`src/rtl/control_unit.sv`:
```
// Two-state instruction sequencer for the 4-bit CPU: FETCH latches the ROM byte into ir,
// EXECUTE decodes it into one-cycle PC and datapath strobes, HLT parks the unit in HALT.
module control_unit (
   input  logic       clk,
   input  logic       reset,
   input  logic       run,
   input  logic [7:0] instr,
   input  logic       zero_flag,
   input  logic       carry_flag,
   output logic       pc_inc,
   output logic       pc_load,
   output logic [3:0] pc_target,
   output logic       acc_we,
   output logic [1:0] alu_op,
   output logic [3:0] imm,
   output logic       out_we,
   output logic       halted,
   output logic [7:0] retired
);

   typedef enum logic [1:0] {
      StFetch,
      StExecute,
      StHalt
   } state_e;

   localparam logic [3:0] OpNop = 4'h0;
   localparam logic [3:0] OpLdi = 4'h1;
   localparam logic [3:0] OpAdd = 4'h2;
   localparam logic [3:0] OpSub = 4'h3;
   localparam logic [3:0] OpJmp = 4'h5;
   localparam logic [3:0] OpJz  = 4'h6;
   localparam logic [3:0] OpJc  = 4'h7;
   localparam logic [3:0] OpOut = 4'h8;
   localparam logic [3:0] OpHlt = 4'hF;

   localparam logic [1:0] AluPass = 2'b00;
   localparam logic [1:0] AluAdd  = 2'b01;
   localparam logic [1:0] AluSub  = 2'b10;

   state_e     state_q, state_d;
   logic [7:0] ir_q, ir_d;
   logic [7:0] retired_q, retired_d;
   logic [3:0] opcode;

   assign opcode = ir_q[7:4];

   always_ff @(posedge clk or posedge reset) begin
      if (reset) begin
         state_q   <= StFetch;
         ir_q      <= 8'h00;
         retired_q <= 8'h00;
      end else begin
         state_q   <= state_d;
         ir_q      <= ir_d;
         retired_q <= retired_d;
      end
   end

   always_comb begin
      state_d   = state_q;
      ir_d      = ir_q;
      retired_d = retired_q;
      unique case (state_q)
         StFetch: begin
            if (run) begin
               ir_d    = instr;
               state_d = StExecute;
            end
         end
         StExecute: begin
            // run is deliberately ignored here so a started instruction always completes
            if (retired_q != 8'hFF) retired_d = retired_q + 8'd1;
            state_d = (opcode == OpHlt) ? StHalt : StFetch;
         end
         StHalt: state_d = StHalt;
         default: state_d = StFetch;
      endcase
   end

   always_comb begin
      pc_inc  = 1'b0;
      pc_load = 1'b0;
      acc_we  = 1'b0;
      alu_op  = AluAdd;
      out_we  = 1'b0;
      if (state_q == StExecute) begin
         case (opcode)
            OpNop: pc_inc = 1'b1;
            OpLdi: begin
               acc_we = 1'b1;
               alu_op = AluPass;
               pc_inc = 1'b1;
            end
            OpAdd: begin
               acc_we = 1'b1;
               alu_op = AluAdd;
               pc_inc = 1'b1;
            end
            OpSub: begin
               acc_we = 1'b1;
               alu_op = AluSub;
               pc_inc = 1'b1;
            end
            OpJmp: pc_load = 1'b1;
            OpJz: begin
               pc_load = zero_flag;
               pc_inc  = ~zero_flag;
            end
            OpJc: begin
               pc_load = carry_flag;
               pc_inc  = ~carry_flag;
            end
            OpOut: begin
               out_we = 1'b1;
               pc_inc = 1'b1;
            end
            OpHlt: ;
            default: pc_inc = 1'b1;
         endcase
      end
   end

   assign pc_target = ir_q[3:0];
   assign imm       = ir_q[3:0];
   assign halted    = (state_q == StHalt);
   assign retired   = retired_q;

endmodule

```
`config.mk`:
```
export PLATFORM = sky130hd
export DESIGN_NAME = control_unit
export DESIGN_NICKNAME = d
export VERILOG_FILES = /design/src/rtl/control_unit.sv
export SDC_FILE = /design/constraint.sdc
export NUM_CORES = 1
export LEC_CHECK = 0
export CAP_MARGIN = 20
export CORE_MARGIN = 10
export CORE_UTILIZATION = 47
export CTS_CLUSTER_SIZE = 10
export DETAILED_ROUTE_END_ITERATION = 10
export GPL_TIMING_DRIVEN = 0
export PLACE_DENSITY = 0.84
export SYNTH_ARGS = -nofsm -noshare
export SYNTH_HDL_FRONTEND = slang
export SYNTH_SLANG_ARGS = --single-unit
```
`constraint.sdc`:
```
create_clock -name clk -period 3.5 [get_ports clk]
set_clock_uncertainty 0.05 [all_clocks]
set_input_delay 0.7 -clock clk [delete_from_list [all_inputs] [get_ports clk]]
set_output_delay 0.7 -clock clk [all_outputs]
set_load 0.01 [all_outputs]
```
==> results.cfg <==
[route]
drc = 0
wire_per_inst_um = 13.90
viasPerCell = 5.079
routed_wl_um = 2113
drtAntennaViolNets = 0
vias = 772
drtPass1Iterations = 4
drtIter0Drc = 30

[synthesis]
synthCells = 87
ys_async_sr_fraction = 1.000
synth_seq_cells = 18
syn-num-nets = 101
netlist_area_um2 = 989.7
synth_edf_count = 0
ys_seq_area_frac = 0.4551
synth_cell_types = 35
synth-warning-count = 0
syn_area_per_cell_um2 = 11.38
synth_ff_type = dfrtp_1

[timing]
max_freq_ghz = 0.3305
tns_ns = 0
finalCritPeriodShare = 0.8644
tightest_slew_ns = 0.6902
final-setup-viol-count = 0
maxSlewViolCount = 0
hold_viol_final = 0
relSlewSlack = 0.5393
post-route-min-period_ns = 3.025
rsz0062_at_grt = false

[clocking]
clock_path_buffers = 2
cts.root.buffer_cell = clkbuf_4
holdBufCountCts = 0
cts_tree = done
numClockSinks = 18
cts_made_buffers = 3
cts_setup_buffers = 0
cts.htree.levels = 1
clkTransAtPathRegs_ns = 0.10
clkLatencyLatePin_ns = 0.30
cts_resized = 0

[grt]
grt_pass1_wl_um = 3753
antenna_found_initial = 0
grt_pass1_vias = 836
grt.overflow.total = 0
grt_max_degree = 19
grt_usage = 0.1075

[critical_path]
rr_worst_depth = 4
crit_top_cell = clkdlybuf4s50_1
worstReg2RegStart = retired[0]$_DFFE_PP0P_
reg2reg_setup_slack_ns = 1.94
slowest_stage = clkdlybuf4s50_1
r2r-end = retired[6]$_DFFE_PP0P_
crit_chain = clkdlybuf4s50_1 > nand2b_1 > and4b_1 > a311oi_1 > clkdlybuf4s50_1
slowest_delay_ns = 0.59
critPathMaxFanout = 2
worstPathArrival_ns = 2.28
cp_data_required_time_ns = 2.75
crit_path_start_kind = primary input
cp-end-kind = output pin
crit_type = in -> out

[floorplanning]
die_width_um = 65.89
coreArea_um2 = 1982
dieHeight_um = 65.89
die-area_um2 = 4341
start_util = 0.4994
ios = 36
rows = 16

[layout]
finalNetCount = 141
drive_gt1_frac = 0.2240
n_fill_cell = 155
final_common_cell = clkdlybuf4s50_1
final_cell_mix = clkdlybuf4s50_1 (35), dfrtp_1 (18), buf_4 (9), mux2_2 (9), nand2_1 (7)
diodes = 0
area_delta_synth_final_pct = 41.09
final_core_util = 0.7045

[power_and_ir_drop]
ir_worst_vdd_mv = 0.4644
seqPwrFrac = 0.385
p_clk_frac = 0.109
internal_power_w = 0.0006290
comb_power_share = 0.506
switching_power_w = 0.0003462
p_per_area_nw_per_um2 = 698.4
p_sw_frac = 0.3550
p_leak_nw = 0.5927

[worst_hold_path]
hp-start = retired[5]$_DFFE_PP0P_
hold_depth = 1
min_to = retired[5]$_DFFE_PP0P_
min_path_type = reg -> reg

[placement]
dp_hpwl_um = 1690
gp_congestion = 0.7590
port-buffer-count = 35

[run]
cap_viol_max_count = 0

[outcome]
status = completed
routing by layer:
| layer | up-vias | track usage | wire length (um) |
|---|---|---|---|
| met1 | 362 | 0.1127 | 825 |
| met4 | 0 | 0.04011 | 21 |
| met5 | - | 0 | 0 |
| met3 | 2 | 0.06441 | 285 |
| li1 | 380 | - | - |
| met2 | 28 | 0.1727 | 980 |
cells by family (layout without fill, tap and decap cells):
group | after synthesis | in the layout | share of synthesized area
DFF | 18 | 18 | 0.4551
and+or+nand+nor | 31 | 31 | 0.2099
buffers and inverters | 12 | 50 | 0.08090
muxes | 12 | 12 | 0.1403
xor gates and xnor gates | 2 | 2 | 0.01770
AOI/OAI and AO/OA | 11 | 11 | 0.08344
adders and majority gates | 1 | 1 | 0.01264
power by group through the flow:
stage,Clock (W),Combinational (W),Sequential [W]
finish,0.000106,0.000493,0.000376
global route,0.000119,0.000541,0.000392
CTS,0.000113,0.000502,0.000378
detailed placement,0,0.000501,0.000381
global placement,0,0.000490,0.000377
floorplan,0,0.000274,0.000377
how the worst max path moves through the flow:
stage	start	end	slack (ns)
4_1_cts	carry_flag	pc_inc	0.48
2_1_floorplan	carry_flag	pc_inc	1.34
6_report	carry_flag	pc_inc	0.47
3_5_place_dp	carry_flag	pc_inc	0.48
3_3_place_gp	carry_flag	pc_inc	0.49
5_1_grt	carry_flag	pc_inc	0.40
metrics by stage:
stage,total power (W),hold slack [ns],worst slack [ns],area [um^2],cells
final,0.0009752,0.4871,0.4747,1396,152
after global routing,0.001052,0.5228,0.3987,1396,152
after CTS,0.0009928,0.4904,0.4754,1396,152
after detailed placement,0.0008822,0.4758,0.4821,1374,149
after global placement,0.0008666,0.4575,0.4878,1374,149
after floorplan,0.0006506,0.4558,1.340,989.7,87
cells in the mapped netlist (2+ instances only):
library cell | count | area share
dfrtp_1 | 18 | 0.46
a21oi_1 | 2 | 0.010
and4b_1 | 2 | 0.020
mux2_2 | 9 | 0.10
nor3_1 | 2 | 0.010
o21a_1 | 2 | 0.015
mux2_1 | 2 | 0.023
nand3_1 | 2 | 0.010
nand2_1 | 7 | 0.027
inv_1 | 2 | 0.0076
nor2_1 | 3 | 0.011
buf_4 | 9 | 0.068
nand2b_1 | 3 | 0.019
xnor2_1 | 2 | 0.018
and3_1 | 2 | 0.013
critical path, delay by kind of cell:
kind                   cells  cell delay, ns
and+or+nand+nor            2            0.36
buffers and inverters      2            0.98
AOI/OAI and AO/OA          1            0.23
final cells by class:
class,instances,area [um^2],area share
Inverter,2,7.507,0.005376
Clock buffer,3,22.52,0.01613
Tap cell,27,33.78,0.02419
Multi-Input combinational cell,57,459.2,0.3289
Timing Repair Buffer,35,350.3,0.2509
Buffer,10,72.57,0.05197
Sequential cell,18,450.4,0.3226
sequential cells by signal (all words and copies together), names as in the netlist:
name / cells
ir_q: 8
retired: 8
state_q: 2
No activity file was read; power rests on OpenSTA's default activity.
